<file path="config.mk">
export PLATFORM = sky130hd
export DESIGN_NAME = digital_clock_12h
export DESIGN_NICKNAME = d
export VERILOG_FILES = /design/src/rtl/digital_clock_12h.sv
export SDC_FILE = /design/constraint.sdc
export NUM_CORES = 1
export LEC_CHECK = 0
export ABC_AREA = 0
export BUFFER_PORTS_ARGS = -buffer_cell sky130_fd_sc_hd__buf_2
export CAP_MARGIN = 40
export CELL_PAD_IN_SITES_DETAIL_PLACEMENT = 0
export CELL_PAD_IN_SITES_GLOBAL_PLACEMENT = 1
export CORE_UTILIZATION = 38
export CTS_CLUSTER_DIAMETER = 50
export DETAILED_ROUTE_END_ITERATION = 8
export GPL_ROUTABILITY_DRIVEN = 0
export PLACE_DENSITY = 0.78
export SLEW_MARGIN = 25
export SYNTH_ARGS = -nofsm -noshare
export SYNTH_HDL_FRONTEND = slang
export SYNTH_SLANG_ARGS = --single-unit
</file>
<file path="constraint.sdc">
create_clock -name clock -period 2 [get_ports clock]
set_clock_uncertainty 0.15 [all_clocks]
set_input_delay 0.2 -clock clock [delete_from_list [all_inputs] [get_ports clock]]
set_output_delay 0.2 -clock clock [all_outputs]
set_load 0.02 [all_outputs]
</file>
<file path="src/rtl/digital_clock_12h.sv">
// digital_clock_12h: 12-hour BCD HH:MM:SS counter with AM/PM and HH:MM alarm.
// Define ALARM_SNOOZE_EN to add a snooze input that mutes the current match.
module digital_clock_12h #(
  parameter int unsigned TICK_DIV = 1
) (
  input  logic        clock,
  input  logic        reset,
  input  logic        enable,
  input  logic        r_m,
  input  logic [15:0] r_time,
`ifdef ALARM_SNOOZE_EN
  input  logic        snooze,
`endif
  output logic [3:0]  q1,
  output logic [3:0]  q2,
  output logic [3:0]  q3,
  output logic [3:0]  q4,
  output logic [3:0]  q5,
  output logic [3:0]  q6,
  output logic        am,
  output logic        alarm
);

  localparam int unsigned PW =
    (TICK_DIV > 1) ? $clog2(TICK_DIV) : 1;
  localparam logic [PW-1:0] PRE_MAX = PW'(TICK_DIV - 1);

  logic [PW-1:0] pre_q, pre_d;
  logic [3:0] sec_lo_q, sec_lo_d;
  logic [3:0] sec_hi_q, sec_hi_d;
  logic [3:0] min_lo_q, min_lo_d;
  logic [3:0] min_hi_q, min_hi_d;
  logic [3:0] hr_lo_q, hr_lo_d;
  logic [3:0] hr_hi_q, hr_hi_d;
  logic       am_q, am_d;
  logic       alarm_q, alarm_d;
  logic       rm_q, rm_d;

  logic hr_ok;
  logic ld_ok;
  logic tick;
  logic match;
  logic mute;

  always_comb begin
    hr_ok = 1'b0;
    case (r_time[15:12])
      4'd0:    hr_ok = (r_time[11:8] >= 4'd1) &&
                       (r_time[11:8] <= 4'd9);
      4'd1:    hr_ok = (r_time[11:8] <= 4'd2);
      default: hr_ok = 1'b0;
    endcase
    ld_ok = hr_ok &&
            (r_time[7:4] <= 4'd5) &&
            (r_time[3:0] <= 4'd9);
  end

  assign match = ({hr_hi_q, hr_lo_q, min_hi_q, min_lo_q}
                  == r_time);

`ifdef ALARM_SNOOZE_EN
  logic snz_q, snz_d;

  // Snooze latches until the displayed HH:MM leaves the alarm minute.
  always_comb begin
    snz_d = match && (snz_q || snooze);
  end

  always_ff @(posedge clock) begin
    if (!reset) begin
      snz_q <= 1'b0;
    end else begin
      snz_q <= snz_d;
    end
  end

  assign mute = snz_q || snooze;
`else
  assign mute = 1'b0;
`endif

  always_comb begin
    pre_d    = pre_q;
    sec_lo_d = sec_lo_q;
    sec_hi_d = sec_hi_q;
    min_lo_d = min_lo_q;
    min_hi_d = min_hi_q;
    hr_lo_d  = hr_lo_q;
    hr_hi_d  = hr_hi_q;
    am_d     = am_q;
    tick     = 1'b0;
    rm_d     = r_m;
    alarm_d  = !r_m && !rm_q && match && !mute;

    if (r_m) begin
      if (ld_ok) begin
        hr_hi_d  = r_time[15:12];
        hr_lo_d  = r_time[11:8];
        min_hi_d = r_time[7:4];
        min_lo_d = r_time[3:0];
        sec_hi_d = 4'd0;
        sec_lo_d = 4'd0;
        pre_d    = '0;
      end
    end else if (enable) begin
      if (pre_q == PRE_MAX) begin
        pre_d = '0;
        tick  = 1'b1;
      end else begin
        pre_d = pre_q + PW'(1);
      end
    end

    if (tick) begin
      if (sec_lo_q != 4'd9) begin
        sec_lo_d = sec_lo_q + 4'd1;
      end else begin
        sec_lo_d = 4'd0;
        if (sec_hi_q != 4'd5) begin
          sec_hi_d = sec_hi_q + 4'd1;
        end else begin
          sec_hi_d = 4'd0;
          if (min_lo_q != 4'd9) begin
            min_lo_d = min_lo_q + 4'd1;
          end else begin
            min_lo_d = 4'd0;
            if (min_hi_q != 4'd5) begin
              min_hi_d = min_hi_q + 4'd1;
            end else begin
              min_hi_d = 4'd0;
              // Hours run 12, 01..11; 11 -> 12 flips the meridiem.
              if (hr_hi_q == 4'd1 && hr_lo_q == 4'd2) begin
                hr_hi_d = 4'd0;
                hr_lo_d = 4'd1;
              end else if (hr_lo_q == 4'd9) begin
                hr_hi_d = 4'd1;
                hr_lo_d = 4'd0;
              end else begin
                hr_lo_d = hr_lo_q + 4'd1;
              end
              if (hr_hi_q == 4'd1 && hr_lo_q == 4'd1) begin
                am_d = !am_q;
              end
            end
          end
        end
      end
    end
  end

  always_ff @(posedge clock) begin
    if (!reset) begin
      pre_q    <= '0;
      sec_lo_q <= 4'd0;
      sec_hi_q <= 4'd0;
      min_lo_q <= 4'd0;
      min_hi_q <= 4'd0;
      hr_lo_q  <= 4'd2;
      hr_hi_q  <= 4'd1;
      am_q     <= 1'b1;
      alarm_q  <= 1'b0;
      rm_q     <= 1'b0;
    end else begin
      pre_q    <= pre_d;
      sec_lo_q <= sec_lo_d;
      sec_hi_q <= sec_hi_d;
      min_lo_q <= min_lo_d;
      min_hi_q <= min_hi_d;
      hr_lo_q  <= hr_lo_d;
      hr_hi_q  <= hr_hi_d;
      am_q     <= am_d;
      alarm_q  <= alarm_d;
      rm_q     <= rm_d;
    end
  end

  assign q1    = sec_lo_q;
  assign q2    = sec_hi_q;
  assign q3    = min_lo_q;
  assign q4    = min_hi_q;
  assign q5    = hr_lo_q;
  assign q6    = hr_hi_q;
  assign am    = am_q;
  assign alarm = alarm_q;

endmodule

</file>
Yosys cells after proc, flatten, opt, wreduce, memory -nomap -nowiden
Cells that the tools add are included.

word-level totals
  bits in registers = 28
  input port bits = 20
  output and inout port bits = 26
  word-level logic and storage cells = 101

cells by class
  $add $sub $neg = 6
  $lt $le $gt $ge = 5
  equal/unequal tests = 11
  muxes and demuxes = 48
  bitwise gates (word level) = 4
  reductions and logical operators = 17

operators with widths
  cell                 number
  $mux 4               40
  $add 4x1->4 const B  5
  $eq 16x16->1         1
  $eq 4x1->1 const B   3
  $le 4x4->1 const B   2
  $ne 4x3->1 const B   2
  $ne 4x4->1 const B   2
  $logic_and 1x1->1    7
  $mux 1               7
  $reduce_and 6->1     1
  $reduce_bool 2->1    3
  $eq 4x2->1 const B   1
  $eq 4x4->1 const B   1
  $ge 4x1->1 const B   1
  $le 4x2->1 const B   1
  $le 4x3->1 const B   1
  $logic_not 4->1      1
  $not 1->1            4
  $reduce_and 2->1     2
  $logic_not 1->1      3
  $ne 2x1->1 const B   1
  $pmux 1 s2           1
  $add 1x1->1 const B  1

Depth between registers and ports, before layout
  depth after elaboration = 14
  depth in mapped cells = 8
  gate-level depth less buffers = 7

Worst setup path before layout
No wires, ideal clock.

  path type = register to register
  start = reg sec_lo_q[0] (netlist: q1[0])
  end = reg hr_lo_q[3] (netlist: q5[3])
  setup time = 0.126 ns
  arrival time = 1.719 ns
  required time = 1.724 ns
  setup slack = 0.005 ns
  cell stages (with the launch flop) = 7
  path buffers = 0
  period minus slack after synthesis = 1.995 ns
  path through = dfxtp_1 > ha_1 > and3b_1 > nand3_2 > or2_4 > o31ai_4 > nor4_2

on the way
  word-level cells in the longest chain between the ends = 3

RTL lines
  item                    line  RTL
  start, declared         29    logic [3:0] sec_lo_q, sec_lo_d;
  start signal, assigned  165   sec_lo_q <= sec_lo_d;
  $ne 4x4->1              115   if (sec_lo_q != 4'd9) begin
  $mux 4                  115
  $mux 4                  114   if (tick) begin
  end signal, assigned    169   hr_lo_q <= hr_lo_d;
  end, declared           33    logic [3:0] hr_lo_q, hr_lo_d;

No other way between the ends.
A chain may end at the register's enable or synchronous reset.

Final worst setup path
  start = reg sec_lo_q[1] (netlist: q1[1])
  end = reg min_lo_q[1] (netlist: q3[1])

on the way
  word-level cells in the longest chain between the ends = 3

RTL lines
  item                  line  RTL
  $ne 4x4->1            115
  $mux 4                115
  $mux 4                114
  end signal, assigned  167   min_lo_q <= min_lo_d;
  end, declared         31    logic [3:0] min_lo_q, min_lo_d;

No other way between the ends.

==> results.txt <==
----------------------------------------------------
[Setup path]
  Worst path top cell family by delay ... simple AND/OR/NAND/NOR gates
  WS Path Type ... reg -> reg
  Crit path buf inv count ... 1
  Crit path cell chain ... inv_1, ha_1, and3b_1, and3_4, nand2_1, or3_1, a31oi_2
  Type of destination of the critical path ... flip-flop
  Slowest CP cell ... sky130_fd_sc_hd__or3_1
  Stage delay of the slowest cell on the critical path ... 0.37 ns
  CP Launch Type ... flip-flop
  Required time at the worst-slack endpoint ... 2.06 ns
  Largest fanout on the critical path ... 4
  Data arrival at the endpoint of the critical path ... 1.91 ns

[Global route]
  Total GRT Usage ... 18.4%
  Aggregate global routing overflow ... 0
  Via count of the first global-routing pass ... 1512
  Wire length of the first global-routing pass ... 7230 um
  Pin count of the biggest net entering global routing ... 15
  Initial antenna violation count ... 0

[Placed design]
  Detail Placement HPWL ... 3380 um
  DP Area ... 2100 um2
  Number of I/O port buffers ... 45

[Synth]
  Cell taking the most area after synthesis ... sky130_fd_sc_hd__dfxtp_1
  Number of enable flip-flop cells after synthesis ... 0
  Synthesized Nets ... 230
  Main area contributors after synthesis ... sky130_fd_sc_hd__dfxtp_1, sky130_fd_sc_hd__xor2_1, sky130_fd_sc_hd__nor2_1
  Synth top area share ... 31.2%
  Mean area per synthesized cell ... 8.33 um2
  Netlist Area Pre-Place ... 1730 um2
  Most used flip-flop cell after synthesis ... sky130_fd_sc_hd__dfxtp_1
  Post-synthesis sequential area ratio ... 31.2%
  Most numerous cell types in the synthesized netlist ... sky130_fd_sc_hd__dfxtp_1, sky130_fd_sc_hd__nor2_1, sky130_fd_sc_hd__xor2_1
  Most numerous cell in the Yosys netlist ... sky130_fd_sc_hd__dfxtp_1
  Number of distinct library cell variants in the gate-level netlist after synthesis ... 56
  Synthesized flop and latch total ... 27
  Number of synthesis warnings ... 0
  Post-Syn Instances ... 208
  Proportion of register bits with asynchronous set or reset after synthesis ... 0%

[Floorplanning]
  Area of the die ... 4830 um2
  Initial core utilization ... 39.8%
  Die extent in y ... 69.5 um
  Number of ports placed on the die boundary ... 46
  FP Rows ... 24
  Core footprint ... 4350 um2
  Die W ... 69.5 um

[Power]
  Power per standard cell area ... 453 nW/um2
  Worst VDD drop ... 0.250 mV
  Leakage ... 0.000941 uW

[Clock network]
  CTS Buf Count ... 3
  Clock Pin Slew Worst Setup and Hold Paths ... 0.10 ns
  Maximum buffer depth of the clock tree ... 2
  Skew-Pair Late Insertion Delay ... 0.28 ns
  Post-CTS repair timing setup buffer count ... 0
  Clock root buffer ... sky130_fd_sc_hd__clkbuf_8
  H-tree levels ... 1
  CTS tree ... done
  Hold buffer count at CTS ... 0
  Clock sink count ... 27
  Number of resized instances in the post-cts repair step ... 0

[Drt]
  Via density per instance ... 5.51
  DRC violation count after routing ... 0
  WL/cell ... 13.8 um
  Iter 0 DRT Violations ... 127
  Initial DRT Pass Iterations ... 4
  Number of nets with antenna violations after detailed routing ... 0
  Routed wire length ... 4390 um
  Total via count in the routed design ... 1746

[Timing]
  Slew Viols, Final ... 0
  Final Hold Viols ... 0
  Fmax ... 0.541 GHz
  Setup violations, final ... 0
  Unrepaired setup endpoints after global routing ... no
  Final critical-path required period ... 1.85 ns
  Sum of negative setup slack ... 0 ns
  Worst max-slew margin expressed relative to the limit ... 73.3%
  Final worst-path cycle share ... 92.4%
  Pin slew with the least headroom to its limit ... 0.396 ns

[Hold path]
  Tightest Hold Check Type ... in -> reg

[Final layout]
  Fraction of final layout cells with drive strength greater than 1 ... 31.7%
  Layout area overhead ... 23.6%
  Layout Nets ... 288
  Diode count ... 0
  Post-route standard cell area excluding fillers ... 2140 um2

[Run]
  Number of max-cap violations ... 0

[Status]
  Run status ... finished clean

----------------------------------------------------
[metal layers]
metal	wire, um	global-route usage, %	vias up
li1	-	-	871
met4	34	4.54	0
met2	2030	30.0	56
met5	0	0	-
met3	234	3.20	4
met1	2090	25.2	815
[flip-flops by register name (all words and copies together) (netlist names)]
name	cells
q1	4
q3	4
q5	4
alarm	1
q6	4
rm_q	1
am	1
q4	4
q2	4
[path summary, 6_finish.rpt]
| path | startpoint | to | slack [ns] | cells after the start |
|---|---|---|---|---|
| max | q1[1]$_SDFFE_PN0P_ | q3[1]$_SDFF_PN0_ | 0.15 | 7 |
| min | r_time[3] | q3[3]$_SDFF_PN0_ | 0.05 | 3 |
| max reg2reg | q1[1]$_SDFFE_PN0P_ | q3[1]$_SDFF_PN0_ | 0.15 | 7 |
| min reg2reg | q1[3]$_SDFFE_PN0P_ | q1[3]$_SDFFE_PN0P_ | 0.35 | 1 |
[cell type report]
cell class	count	area (um2)
multi-input combinational	162	1090
tap	52	65.1
clock buffer	4	45.0
fill	453	2210
sequential	27	541
timing repair buffer	65	375
inverter	7	26.3
[power by group]
| part | switching, uW | total, uW | internal, uW | leakage (uW) |
|---|---|---|---|---|
| clock | 176 | 320 | 143 | 0.0000228 |
| combinational | 60.7 | 108 | 47.0 | 0.000701 |
| sequential | 2.97 | 544 | 541 | 0.000218 |
[worst min-delay path, delay by kind of cell]
family	cells	cell delay, ns
compound gates	1	0.07
buf+inv	1	0.12
simple gates	1	0.05
[cells in the final DEF, fill, tap and decap left out, types with 2 or more instances in the layout]
master,instances
sky130_fd_sc_hd__and3_1,2
sky130_fd_sc_hd__and3b_1,2
sky130_fd_sc_hd__nand2_1,15
sky130_fd_sc_hd__nand4_1,3
sky130_fd_sc_hd__mux2i_1,2
sky130_fd_sc_hd__and2_1,5
sky130_fd_sc_hd__nand3_2,2
sky130_fd_sc_hd__a221oi_1,3
sky130_fd_sc_hd__nor4_2,2
sky130_fd_sc_hd__a21oi_1,10
sky130_fd_sc_hd__or3_1,3
sky130_fd_sc_hd__nor3_1,7
sky130_fd_sc_hd__clkbuf_8,3
sky130_fd_sc_hd__xor2_1,16
sky130_fd_sc_hd__nor2_1,18
sky130_fd_sc_hd__buf_4,20
sky130_fd_sc_hd__o21ai_0,12
sky130_fd_sc_hd__buf_2,45
sky130_fd_sc_hd__a31oi_1,5
sky130_fd_sc_hd__nor2b_1,3
sky130_fd_sc_hd__a311oi_1,5
sky130_fd_sc_hd__dfxtp_1,27
sky130_fd_sc_hd__nand3b_1,2
sky130_fd_sc_hd__nor4_1,7
sky130_fd_sc_hd__ha_1,2
sky130_fd_sc_hd__nand2b_1,3
sky130_fd_sc_hd__nand3_1,7
sky130_fd_sc_hd__inv_1,7
[per-stage QoR]
| stage | utilization (%) | setup WS (ns) | cells | hold WS (ns) | power (uW) |
|---|---|---|---|---|---|
| 2_1_floorplan | - | 0.00548 | 208 | 0.172 | 609 |
| 3_3_place_gp | 48.2 | 0.109 | 313 | 0.327 | 666 |
| 3_5_place_dp | 48.2 | 0.0392 | 313 | 0.335 | 665 |
| 4_1_cts | 49.2 | 0.142 | 317 | 0.0532 | 982 |
| 5_1_grt | 49.2 | 0.0610 | 317 | 0.0644 | 1020 |
| 6_report | 49.2 | 0.152 | 317 | 0.0546 | 971 |
[cell families after synthesis]
logic type / after synthesis / synth area share (%)
buffers and inverters: 19 / 5.92
xor gates and xnor gates: 17 / 8.59
muxes: 3 / 1.81
DFF: 27 / 31.2
and+or+nand+nor: 92 / 31.8
AOI/OAI and AO/OA: 48 / 19.2
adders and majority gates: 2 / 1.44
No activity file was read; power rests on OpenSTA's default activity.
